===== src/rtl/ifetch_buf_pkg.sv =====
// Shared pipeline definitions for the fetch buffer and decode.
// The reset PC default, buffer depth and null instruction live here so decode agrees with fetch.
package ifetch_buf_pkg;

  localparam logic [31:0] RESET_PC_DEFAULT = 32'h0000_0000;
  localparam int          FETCH_DEPTH      = 2;
  localparam logic [31:0] NULL_INST        = 32'h0000_0000;

  typedef struct packed {
    logic [31:0] pc;
    logic [31:0] inst;
  } fetch_entry_t;

  // Fetch addresses are always word aligned; low bits of a target are ignored.
  function automatic logic [31:0] align_word(input logic [31:0] addr);
    return {addr[31:2], 2'b00};
  endfunction

endpackage


===== src/rtl/ifetch_buf_if_fifo.sv =====
// Small {pc, inst} FIFO between instruction memory and decode.
// Flush is synchronous and takes priority over push and pop.
module if_fifo
  import ifetch_buf_pkg::*;
#(
  parameter int DEPTH = FETCH_DEPTH
) (
  input  logic                       clk,
  input  logic                       flush,
  input  logic                       push,
  input  fetch_entry_t               push_entry,
  input  logic                       pop,
  output fetch_entry_t               head,
  output logic [$clog2(DEPTH+1)-1:0] count
);

  localparam int PW = (DEPTH > 1) ? $clog2(DEPTH) : 1;
  localparam int CW = $clog2(DEPTH + 1);

  fetch_entry_t   mem_q [DEPTH];
  logic [PW-1:0]  rd_ptr_q;
  logic [PW-1:0]  wr_ptr_q;
  logic [CW-1:0]  count_q;

  // Pointers wrap naturally because DEPTH is a power of two.
  always_ff @(posedge clk) begin
    if (flush) begin
      rd_ptr_q <= '0;
      wr_ptr_q <= '0;
      count_q  <= '0;
    end else begin
      if (push) begin
        wr_ptr_q <= wr_ptr_q + 1'b1;
      end
      if (pop) begin
        rd_ptr_q <= rd_ptr_q + 1'b1;
      end
      count_q <= count_q + CW'(push) - CW'(pop);
    end
  end

  always_ff @(posedge clk) begin
    if (push && !flush) begin
      mem_q[wr_ptr_q] <= push_entry;
    end
  end

  assign head  = mem_q[rd_ptr_q];
  assign count = count_q;

endmodule


===== src/rtl/ifetch_buf.sv =====
// Instruction fetch: issues word reads, buffers responses in if_fifo and feeds decode.
// A redirect flushes everything and refetches from the new target in the same cycle.
module ifetch_buf
  import ifetch_buf_pkg::*;
#(
  parameter logic [31:0] RESET_PC = RESET_PC_DEFAULT,
  parameter int          DEPTH    = FETCH_DEPTH
) (
  input  logic        clk,
  input  logic        rst,
  output logic        imem_req,
  output logic [31:0] imem_addr,
  input  logic [31:0] imem_rdata,
  input  logic        redirect,
  input  logic [31:0] redirect_pc,
  input  logic        id_ready,
  output logic        id_valid,
  output logic [31:0] id_inst,
  output logic [31:0] id_pc,
  output logic [31:0] id_pc4
);

  localparam int CW = $clog2(DEPTH + 1);

  logic [31:0]   pc_q;
  logic          inflight_q;
  logic [31:0]   inflight_pc_q;
  logic [CW-1:0] count;
  logic [CW:0]   occupancy;
  logic          pop;
  logic          push;
  logic          flush;
  fetch_entry_t  head;
  fetch_entry_t  push_entry;

  // Occupancy counts buffered entries plus the one in flight, less the one leaving now,
  // so a request is only issued when its response is guaranteed a free slot.
  always_comb begin
    id_valid   = (count != '0) & ~redirect & ~rst;
    pop        = id_valid & id_ready;
    occupancy  = (CW+1)'(count) + (CW+1)'(inflight_q) - (CW+1)'(pop);
    imem_req   = ~rst & (redirect | (occupancy < (CW+1)'(DEPTH)));
    imem_addr  = redirect ? align_word(redirect_pc) : pc_q;
    push       = inflight_q & ~redirect & ~rst;
    flush      = rst | redirect;
    push_entry = '{pc: inflight_pc_q, inst: imem_rdata};
    id_inst    = id_valid ? head.inst : NULL_INST;
    id_pc      = id_valid ? head.pc : 32'h0;
    id_pc4     = id_valid ? head.pc + 32'd4 : 32'h0;
  end

  always_ff @(posedge clk) begin
    if (rst) begin
      pc_q          <= RESET_PC;
      inflight_q    <= 1'b0;
      inflight_pc_q <= 32'h0;
    end else if (imem_req) begin
      pc_q          <= imem_addr + 32'd4;
      inflight_q    <= 1'b1;
      inflight_pc_q <= imem_addr;
    end else begin
      inflight_q    <= 1'b0;
    end
  end

  if_fifo #(.DEPTH(DEPTH)) u_fifo (
    .clk        (clk),
    .flush      (flush),
    .push       (push),
    .push_entry (push_entry),
    .pop        (pop),
    .head       (head),
    .count      (count)
  );

endmodule

===== config.mk =====
export PLATFORM = sky130hd
export DESIGN_NAME = ifetch_buf
export DESIGN_NICKNAME = d
export VERILOG_FILES = /design/src/rtl/ifetch_buf_pkg.sv /design/src/rtl/ifetch_buf_if_fifo.sv /design/src/rtl/ifetch_buf.sv
export SDC_FILE = /design/constraint.sdc
export NUM_CORES = 1
export LEC_CHECK = 0
export CAP_MARGIN = 20
export CORE_ASPECT_RATIO = 0.9
export CORE_MARGIN = 2
export CORE_UTILIZATION = 52
export CTS_CLUSTER_DIAMETER = 80
export DETAILED_ROUTE_END_ITERATION = 10
export GPL_ROUTABILITY_DRIVEN = 0
export GPL_TIMING_DRIVEN = 1
export PLACE_DENSITY = 0.79
export SYNTH_ARGS = -nofsm -noshare
export SYNTH_HDL_FRONTEND = slang
export SYNTH_SLANG_ARGS = --single-unit

===== constraint.sdc =====
create_clock -name clk -period 5.45 [get_ports clk]
set_input_delay 0.8175 -clock clk [delete_from_list [all_inputs] [get_ports clk]]
set_output_delay 0.8175 -clock clk [all_outputs]
set_load 0.05 [all_outputs]

# Word-level counts from Yosys, hierarchy flattened
# Memories as Yosys holds them, arrays and structs flattened. A register that Yosys moved wholly into a read port is not among the register bits.
# Index checks and enable logic that the tools add are counted.
word_totals:
  regBits: 69
  mem_bits_rw: 128
  input_bits: 68
  output_inout_bits: 130
  wordCells: 38
  mem_count: 1
memory_table:
  columns: ["memory", "words", "width", "rd", "rd_clocked_by_memory_dff", "write_ports", "line_no", "text"]
  rows:
  - ["u_fifo.mem_q", 2, 64, 1, 1, 1, "ifetch_buf_if_fifo.sv:20", "fetch_entry_t mem_q [DEPTH];"]
classes:
  addsub: 8
  magnitude_cmp: 1
  muxes: 9
  n_bitwise: 10
  n_reduce_logical: 3
op_table:
  columns: ["cell", "count"]
  rows:
  - ["$mux W32", 4]
  - ["$add A32 B3 Y32 const B", 2]
  - ["$and A1 B1 Y1", 6]
  - ["$mux W1", 5]
  - ["$add A2 B1 Y3", 1]
  - ["$lt A3 B2 Y1 const B", 1]
  - ["$sub A3 B1 Y3", 1]
  - ["$add A1 B1 Y1 const B", 2]
  - ["$add A2 B1 Y2", 1]
  - ["$not A1 Y1", 2]
  - ["$or A1 B1 Y1", 2]
  - ["$reduce_bool A2 Y1", 1]
  - ["$sub A2 B1 Y2", 1]
  - ["$logic_and A1 B1 Y1", 1]
  - ["$logic_not A1 Y1", 1]

# Logic depth before layout (Yosys ltp)
# Gate-level depths: netlist of run 1.
logic_depth:
  ltp_word: 9
  mapped_depth: 17
  mapped_depth_nobuf: 13

# Modules after synthesis
# Synthesis of run 1 repeated with hierarchy kept, for this count alone.
hier_totals:
  hier_cells: 789
  hier_area_um2: 9773.1
by_module_without_submodules:
  columns: ["module", "n_inst", "cells_each", "area_per_inst_um2"]
  rows:
  - ["if_fifo", 1, 218, 5127.4]
  - ["ifetch_buf", 1, 571, 4645.7]

# Worst setup path after synthesis of run 1
# No wires, ideal clock.
synth_path:
  kind: "register to output"
  start: "register with a tool-made name"
  end: "output id_pc4[18]"
  t_arrival_ns: 4.400
  path_slack_ns: 0.233
  path_stages_with_launch: 13
  cell_sequence: "dfxtp_1 -> buf_6 -> buf_2 -> buf_4 -> buf_2 -> buf_2 -> mux2_2 -> ha_1 -> and2_0 -> nand4_2 -> buf_2 -> nor2_1 -> a2111oi_1"
synth_lines:
  columns: ["item", "line_no", "text"]
  rows:
  - ["to (decl)", "ifetch_buf.sv:20", "output logic [31:0] id_pc4"]

==> flow_metrics.env, run 1 <==
export IMPL_final_core_util_pct=68.55
export IMPL_placementRows=46
export IMPL_multi_input_area_um2=3881
export IMPL_synth_edf_count=128
export IMPL_setup_viol=0
export IMPL_wire_per_inst_um=17.38
export IMPL_p_clk_share_pct=35.9
export IMPL_grt_overflow=0
export IMPL_path_clk_slew_ps=70
export IMPL_pre_cts_ws_ps=1065
export IMPL_ctsResizeCount=0
export IMPL_arrival_ps=4060
export IMPL_ys_ff_latch=196
export IMPL_clkSinkCount=196
export IMPL_yosys_most_used_dff="edfxtp_1"
export IMPL_layout_common_cells="clkdlybuf4s50_1 (192), edfxtp_1 (128), nor2_1 (125)"
export IMPL_grt_max_degree=82
export IMPL_powerDensity_nw_per_um2=267.0
export IMPL_die_area_um2=19220
export IMPL_yosysTopAreaCell="edfxtp_1"
export IMPL_viasPerCell=5.676
export IMPL_max_clock_freq_mhz=204.9
export IMPL_die_w_um=145.9
export IMPL_clock_skew_ps=9.595
export IMPL_drive_gt1_share_pct=6.825
export IMPL_swShare_pct=26.03
export IMPL_post_synth_top_area_fraction_pct=40.78
export IMPL_muxShareOfSynthArea_pct=10.34
export IMPL_pwr_share_comb_pct=12.1
export IMPL_worst_path_max_delay_cell="clkdlybuf4s50_1"
export IMPL_cp_required_ps=4630
export IMPL_postCtsSetupBuffers=0
export IMPL_drc=0
export IMPL_clock_path_buffers=2
export IMPL_crit_type="reg -> out"
export IMPL_n_antenna_cell=0
export IMPL_regArea_um2=5209
export IMPL_ant_nets=0
export IMPL_start_util_pct=53.34
export IMPL_synth_fa_ha_area_share_pct=0.8761
export IMPL_synth_area_um2=9425
export IMPL_syn_area_per_cell_um2=10.81
export IMPL_path_buf_inv=1
export IMPL_dpl_cell_area_um2=11570
export IMPL_io_buffer_count=195
export IMPL_pwr_share_seq_pct=52.0
export IMPL_grt_pass1_vias=6678
export IMPL_status="finished clean"
export IMPL_async_reset_ff_share_pct=0
export IMPL_finalMaxSlewViolations=0
export IMPL_hold_viol=0
export IMPL_clock_latency_ps=430
export IMPL_peakVddDrop_v=0.0002371
export IMPL_dp_hpwl_um=15730
export IMPL_cts_inserted_buffers=17
export IMPL_synth_top_family_by_area="simple AND/OR/NAND/NOR gates"
export IMPL_pin_count=198
export IMPL_hold_class="reg -> reg"
export IMPL_seq_area_frac_synth_pct=55.22
export IMPL_h_tree_depth=4
export IMPL_synth_xor_area_share_pct=1.858
export IMPL_worstPathCellList="mux2i_1 > a211oi_1 > nand4_2 > o41a_1 > nor3_1 > clkdlybuf4s50_1"
export IMPL_relSlewSlack_pct=37.28
export IMPL_area_growth_pct=28.51
export IMPL_end_kind="output pin"
export IMPL_rsz0062_at_grt="no"
export IMPL_fillerInstances=1361
export IMPL_worstPathMaxFanout=42
export IMPL_setup_slack_ps=570.4
export IMPL_grt_use_total_pct=23.02
export IMPL_cts_tree="done"
export IMPL_synth_simple_gate_area_share_pct=18.66
export IMPL_dr_total_vias=7351
export IMPL_fin_setup_tns_ps=0
export IMPL_synth_compound_area_share_pct=9.107
export IMPL_grt_pass1_wl_um=35270
export IMPL_synth_area_top_cells="edfxtp_1 (41%), dfxtp_1 (14%), mux2i_1 (9.0%)"
export IMPL_p_leak_nw=4.219
export IMPL_maxCapViolCount=0
export IMPL_syn_num_nets=946
export IMPL_critPathTopFamily="compound AO/OA/AOI/OAI gates"
export IMPL_detail_route_iter0_violations=504
export IMPL_design_area_um2=12110
export IMPL_coreArea_um2=17670
export IMPL_antenna_found_initial=0
export IMPL_tightestPinTransition_ps=940.8
export IMPL_finalWirelength_um=22500
export IMPL_fin_crit_sh_pct=89.53
export IMPL_fin_nets=1117
export IMPL_p_switching_uw=842.1
export IMPL_period_minus_slack_ps=4880
export IMPL_max_stage_delay_ps=850
export IMPL_die_y_um=131.7
export IMPL_root_buffer="clkbuf_16"
export IMPL_postSynthCellCount=872
export IMPL_synth_distinct_cells=74
export IMPL_cts_hold_buffers=0
export IMPL_final_common_cell="clkdlybuf4s50_1"
export IMPL_firstDrtPassIters=5
export IMPL_p_int_mw=2.393
export IMPL_yosysWarnings=0
export IMPL_crit_path_start_kind="flop"
-- routing by layer --
| layer | GRT usage, % | share of wire, % | wire (um) |
|---|---|---|---|
| met5 | 0 | 0 | 0 |
| met4 | 5.338 | 1.0 | 229 |
| met3 | 6.389 | 9.8 | 2214 |
| met2 | 33.65 | 43 | 9620 |
| met1 | 34.19 | 46 | 10440 |
-- synthesized netlist by cell type (all sizes together), types with 17 or more instances --
library cell / n
edfxtp: 128
nor2: 125
mux2i: 85
dfxtp: 68
nand3: 53
nand2: 41
inv: 32
clkbuf: 31
a211oi: 29
buf: 26
nor3: 23
a21oi: 21
nand3b: 21
nand4: 20
xnor2: 19
and2: 17
-- stage by stage --
| step | total power, mW | hold WS, ps | instances |
|---|---|---|---|
| after floorplan | 1.948 | 420.3 | 872 |
| after global placement | 2.093 | 433.9 | 1264 |
| after detailed placement | 2.101 | 441.9 | 1264 |
| after CTS | 3.249 | 458.2 | 1295 |
| after global routing | 3.345 | 467.8 | 1295 |
| final | 3.235 | 453.3 | 1295 |
-- worst paths after layout --
kind	depth (start not counted)	slack, ps	to	from
setup reg to reg	11	2120	pc_q[15]$_SDFFE_PP0P_	u_fifo.count[1]$_SDFF_PP0_
hold / removal	0	450	u_fifo.mem_q[0][61]$_DFFE_PP_	inflight_pc_q[29]$_SDFFE_PP0P_
setup / recovery	6	570	id_pc4[28]	flop
hold reg to reg	0	450	u_fifo.mem_q[0][61]$_DFFE_PP_	inflight_pc_q[29]$_SDFFE_PP0P_
-- cell type report --
cell class                      count  area share, %
Multi-Input combinational cell    587          32.04
Clock inverter                     14         0.9916
Inverter                           32         0.9916
Timing Repair Buffer              209          16.98
Tap cell                          240          2.479
Sequential cell                   196          43.00
Clock buffer                       17          3.512
-- logic make-up (layout without fill, tap and decap cells) --
group	Yosys count	count (layout)
xor gates and xnor gates	20	20
and+or+nand+nor	348	348
adders and majority gates	6	6
buffers and inverters	89	272
DFF	196	196
AOI/OAI and AO/OA	117	117
muxes	96	96
-- sequential cells by signal, summed over array words and instances (netlist names), named ones only --
| name | flops |
|---|---|
| inflight_pc_q | 30 |
| inflight_q | 1 |
| pc_q | 32 |
| u_fifo.count | 2 |
| u_fifo.mem_q | 128 |
| u_fifo.rd_ptr_q | 1 |
| u_fifo.wr_ptr_q | 1 |
-- power by group through the flow --
stage / sequential [mW] / combinational, mW / clock [mW]
final: 1.68 / 0.392 / 1.16
after detailed placement: 1.71 / 0.388 / 0
after global placement: 1.71 / 0.383 / 0
after CTS: 1.68 / 0.391 / 1.18
after floorplan: 1.70 / 0.245 / 0
after global routing: 1.69 / 0.419 / 1.24
-- worst register-to-register path: stages (launching register included) --
cell and delay [ps]:
dfxtp_1 360, o21ai_4 170, inv_2 120, and2_1 210
ha_1 300, nor2b_1 60, fa_1 370, xnor2_1 300
o21ba_2 610, buf_4 310, nor3_1 70, a221o_1 360
(Power assumes the default switching activity.)
==> run 2, diff against run 1 <==
- CORE_MARGIN: 2 -> 8
- CORE_UTILIZATION: 52 -> 60
- DONT_BUFFER_PORTS: not set -> 1
- PLACE_DENSITY: 0.79 -> 0.74
==> run 2 against run 1 <==
Against the previous run:
- non-clock buffer count down 184
- critical path depth is 1 higher
- design area shrank 15%
- sequential share of layout area rose by 7.7 points
- critical path type unchanged
- clock power about the same
- first-iteration DRC count rose by 13%
- clock skew is 3.0 ps lower
- combinational power is 30% lower
- hold slack gained 8.5 ps
- worst setup slack improved by 190 ps
==> flow_metrics.env, run 2 (same netlist as run 1, synthesis figures left out) <==
export IMPL_status="finished clean"
export IMPL_r2r_slack_ps=1900
export IMPL_cp_required_ps=4630
export IMPL_cts_hold_buffers=0
export IMPL_dr_total_vias=6786
export IMPL_relSlewSlack_pct=28.74
export IMPL_clock_latency_ps=430
export IMPL_worst_path_max_delay_cell="dfxtp_4"
export IMPL_coreArea_um2=15390
export IMPL_dp_hpwl_um=15960
export IMPL_die_w_um=148.1
export IMPL_fin_nets=933
export IMPL_clock_skew_ps=6.633
export IMPL_layout_common_cells="edfxtp_1 (128), nor2_1 (123), mux2i_1 (85)"
export IMPL_cts_inserted_buffers=17
export IMPL_n_antenna_cell=0
export IMPL_maxCapViolCount=0
export IMPL_h_tree_depth=4
export IMPL_clkSinkCount=196
export IMPL_setup_viol=0
export IMPL_detail_route_iter0_violations=570
export IMPL_p_total_mw=3.132
export IMPL_final_common_cell="edfxtp_1"
export IMPL_ctsResizeCount=0
export IMPL_multi_input_area_um2=3946
export IMPL_drc=0
export IMPL_grt_use_total_pct=21.97
export IMPL_hold_viol=0
export IMPL_top_register="u_fifo.mem_q"
export IMPL_pre_cts_ws_ps=898.4
export IMPL_grt_max_degree=82
export IMPL_worstPathCellList="mux2i_1 > inv_1 > ha_1 > and2_0 > nand4_2 > o41a_1 > nor3_2"
export IMPL_path_clk_slew_ps=70
export IMPL_clock_path_buffers=2
export IMPL_start_util_pct=61.25
export IMPL_largest_register_ffs=128
export IMPL_placementRows=43
export IMPL_peakVddDrop_v=0.0002124
export IMPL_wire_per_inst_um=20.66
export IMPL_grt_pass1_vias=6435
export IMPL_io_buffer_count=0
export IMPL_rsz0062_at_grt="no"
export IMPL_grt_overflow=0
export IMPL_reg_largest_list="u_fifo.mem_q x128, pc_q x32, inflight_pc_q x30"
export IMPL_finalMaxSlewViolations=0
export IMPL_fin_setup_tns_ps=0
export IMPL_root_buffer="clkbuf_16"
export IMPL_max_clock_freq_mhz=213.3
export IMPL_crit_path_start_kind="flop"
export IMPL_powerDensity_nw_per_um2=304.9
export IMPL_viasPerCell=6.318
export IMPL_path_buf_inv=1
export IMPL_critPathTopFamily="simple AND/OR/NAND/NOR gates"
export IMPL_ant_nets=0
export IMPL_max_stage_delay_ps=760
export IMPL_period_minus_slack_ps=4689
export IMPL_firstDrtPassIters=6
export IMPL_fin_crit_sh_pct=86.04
export IMPL_cts_tree="done"
export IMPL_end_kind="output pin"
export IMPL_antenna_found_initial=0
export IMPL_p_leak_nw=3.588
export IMPL_die_area_um2=19980
export IMPL_finalWirelength_um=22190
export IMPL_regArea_um2=5209
export IMPL_area_growth_pct=8.988
export IMPL_postCtsSetupBuffers=0
export IMPL_grt_pass1_wl_um=35070
export IMPL_drive_gt1_share_pct=10.89
export IMPL_worstPathMaxFanout=53
export IMPL_fillerInstances=1154
export IMPL_setup_slack_ps=760.9
export IMPL_crit_type="reg -> out"
export IMPL_arrival_ps=3870
export IMPL_pin_count=198
export IMPL_hold_class="reg -> reg"
export IMPL_tightestPinTransition_ps=1068
export IMPL_die_y_um=134.9
## run 2: stage by stage
stage,hold WS (ps),std cells,utilization (%),instance area [um^2]
after floorplan,420.3,872,-,9425
after global placement,432.5,1042,63.14,9716
after detailed placement,443.9,1042,63.14,9716
after CTS,436.0,1074,66.76,10270
after global routing,441.5,1074,66.76,10270
final,461.8,1074,66.76,10270
## run 2: tightest hold or removal path: stages (launching register included)
cell     delay, ps
dfxtp_1        320
nand2_1         50
a21oi_1         50
## run 2: report_power, final
group | total, mW | switching, mW | internal (mW)
combinational | 0.274 | 0.203 | 0.0717
sequential | 1.68 | 0.0405 | 1.64
clock | 1.17 | 0.569 | 0.606
## run 2: cell type report
| cell class | count | share of cell area (%) |
|---|---|---|
| Clock buffer | 17 | 4.141 |
| Clock inverter | 15 | 1.279 |
| Inverter | 32 | 1.169 |
| Multi-Input combinational cell | 587 | 38.42 |
| Sequential cell | 196 | 50.71 |
| Tap cell | 202 | 2.460 |
| Timing Repair Buffer | 25 | 1.827 |
## run 2: worst paths after layout
| check | startpoint | to | cells after the start |
|---|---|---|---|
| worst max-delay path | flop | id_pc4[28] | 7 |
| worst min-delay path | pc_q[9]$_SDFFE_PP0P_ | pc_q[9]$_SDFFE_PP0P_ | 2 |
| worst max register to register | u_fifo.count[1]$_SDFF_PP0_ | pc_q[15]$_SDFFE_PP0P_ | 11 |
| worst min register to register | pc_q[9]$_SDFFE_PP0P_ | pc_q[9]$_SDFFE_PP0P_ | 2 |
## run 2: metal layers
metal	part of all wire [%]	global-route usage [%]	vias to the layer above
met1	41	28.44	3233
met5	0	0	-
met4	1.5	6.565	0
met2	44	32.89	317
met3	13	9.298	37
li1	-	-	3199
==> run 3, diff against run 2 <==
- RECOVER_POWER: not set -> 50
==> run 3 against run 2 <==
Against the previous run:
- via count about the same
- highest routed layer unchanged
- utilization is 0.098 points lower
- critical path depth increased by 3
- critical endpoint is now imem_req
- register-to-register slack got worse by 330 ps
- power barely moved
- clock skew barely moved
- flip-flop and latch count stayed put
- sequential share of layout area increased by 0.075 points
- the run now ends with capacitance limit, slew limit left
- worst setup slack worse by 240 ps
- first-iteration DRC count is 2.3% lower
- die area did not move
- sequential power is essentially flat
==> flow_metrics.env, run 3 (same netlist as run 1, synthesis figures left out) <==
export IMPL_drive_gt1_share_pct=9.518
export IMPL_maxCapViolCount=1
export IMPL_clock_path_buffers=2
export IMPL_worst_path_max_delay_cell="inv_1"
export IMPL_finalMaxSlewViolations=37
export IMPL_hold_ws_ps=461.6
export IMPL_fin_setup_tns_ps=0
export IMPL_drc=0
export IMPL_placementRows=43
export IMPL_crit_path_start_kind="input pin"
export IMPL_powerDensity_nw_per_um2=305.1
export IMPL_die_y_um=134.9
export IMPL_fillerInstances=1159
export IMPL_largest_register_ffs=128
export IMPL_status="finished with violations"
export IMPL_ant_nets=0
export IMPL_period_minus_slack_ps=4930
export IMPL_grt_overflow=0
export IMPL_rsz0062_at_grt="no"
export IMPL_dr_total_vias=6787
export IMPL_detail_route_iter0_violations=557
export IMPL_violations="capacitance limit, slew limit"
export IMPL_max_clock_freq_mhz=202.8
export IMPL_crit_type="in -> out"
export IMPL_reg2reg_depth=11
export IMPL_worstPathCellList="nor2_1 > o21ai_4 > inv_1 > and2_0 > ha_1 > nor2b_1 > fa_1 > o21bai_4 > nand2_1 > inv_1"
export IMPL_path_clk_slew_ps=70
export IMPL_grt_use_total_pct=21.97
export IMPL_arrival_ps=4110
export IMPL_root_buffer="clkbuf_16"
export IMPL_r2r_slack_ps=1570
export IMPL_cp_required_ps=4630
export IMPL_clkSinkCount=196
export IMPL_area_growth_pct=8.827
export IMPL_end_kind="output pin"
export IMPL_grt_pass1_wl_um=35070
export IMPL_dp_hpwl_um=15960
export IMPL_reg_largest_list="u_fifo.mem_q x128, pc_q x32, inflight_pc_q x30"
export IMPL_clock_latency_ps=430
export IMPL_viasPerCell=6.319
export IMPL_fin_nets=933
export IMPL_firstDrtPassIters=5
export IMPL_worstPathMaxFanout=76
export IMPL_wire_per_inst_um=20.65
export IMPL_top_register="u_fifo.mem_q"
export IMPL_clock_skew_ps=6.202
export IMPL_cpMostUsedCell="inv_1"
export IMPL_io_buffer_count=0
export IMPL_hold_class="reg -> reg"
export IMPL_fin_crit_sh_pct=90.46
export IMPL_die_w_um=148.1
export IMPL_hold_viol=0
export IMPL_coreArea_um2=15390
export IMPL_peakVddDrop_v=0.0002129
export IMPL_pin_count=198
export IMPL_regArea_um2=5209
export IMPL_p_leak_nw=3.584
export IMPL_worstReg2RegStart="u_fifo.count[1]$_SDFF_PP0_"
export IMPL_grt_max_degree=82
export IMPL_cts_hold_buffers=0
export IMPL_critPathTopFamily="buffers and inverters"
export IMPL_path_buf_inv=2
export IMPL_tightestPinTransition_ps=1976
export IMPL_ctsResizeCount=0
export IMPL_grt_pass1_vias=6435
export IMPL_final_common_cell="edfxtp_1"
export IMPL_holdPathEnd="pc_q[9]$_SDFFE_PP0P_"
export IMPL_cts_inserted_buffers=17
export IMPL_min_from="pc_q[9]$_SDFFE_PP0P_"
export IMPL_postCtsSetupBuffers=0
export IMPL_setup_viol=0
export IMPL_n_antenna_cell=0
export IMPL_die_area_um2=19980
export IMPL_relSlewSlack_pct=-31.75
export IMPL_h_tree_depth=4
export IMPL_start_util_pct=61.25
export IMPL_antenna_found_initial=0
export IMPL_multi_input_area_um2=3938
export IMPL_whs_path_depth=2
export IMPL_max_stage_delay_ps=670
export IMPL_cts_tree="done"
export IMPL_timing_rr_end="pc_q[15]$_SDFFE_PP0P_"
export IMPL_finalWirelength_um=22170
export IMPL_layout_common_cells="edfxtp_1 (128), nor2_1 (123), mux2i_1 (85)"
-- run 3: layout make-up --
cell class,count,share of cell area (%)
Sequential cell,196,50.78
Multi-Input combinational cell,587,38.39
Clock buffer,17,4.147
Tap cell,202,2.464
Timing Repair Buffer,25,1.769
Clock inverter,15,1.281
Inverter,32,1.171
-- run 3: worst reg2reg max path: cells and delay by family (launching register included) --
family / cells / cell delay, ps
buffers and inverters: 3 / 1130
and+or+nand+nor: 2 / 400
DFF: 1 / 430
adders and majority gates: 2 / 570
AOI/OAI and AO/OA: 3 / 930
xor gates and xnor gates: 1 / 300
-- run 3: worst max-delay path by stage --
stage          startpoint    endpoint  slack [ps]  depth (start not counted)
6_report         redirect    imem_req         520                         10
5_1_grt          redirect    imem_req         340                         10
4_1_cts              flop  id_pc4[28]         770                          7
3_5_place_dp     redirect    imem_req         900                         10
3_3_place_gp     redirect    imem_req         970                         10
2_1_floorplan        flop  id_pc4[18]         230                         12
-- run 3: power breakdown --
part	total (mW)	internal (mW)	switching, mW
sequential	1.68	1.64	0.0402
clock	1.17	0.605	0.569
combinational	0.271	0.0694	0.202
total	3.13	2.32	0.811
-- run 3: per-layer routing --
layer	wire, um	track usage (%)	part of all wire [%]	vias to the layer above
met5	0	0	0	-
met4	320	6.565	1.4	0
met3	2845	9.298	13	33
met2	9827	32.89	44	321
met1	9180	28.44	41	3242
li1	-	-	-	3191
-- run 3: stage by stage --
step                      instance area (um^2)  setup slack, ps  util, %  total power [mW]  std cells
after floorplan                           9425            232.6        -             1.948        872
after detailed placement                  9716            898.4    63.14             1.990       1042
after global routing                     10260            336.6    66.66             3.245       1074
after global placement                    9716            970.1    63.14             1.976       1042
final                                    10260            520.1    66.66             3.130       1074
after CTS                                10270            765.3    66.76             3.160       1074
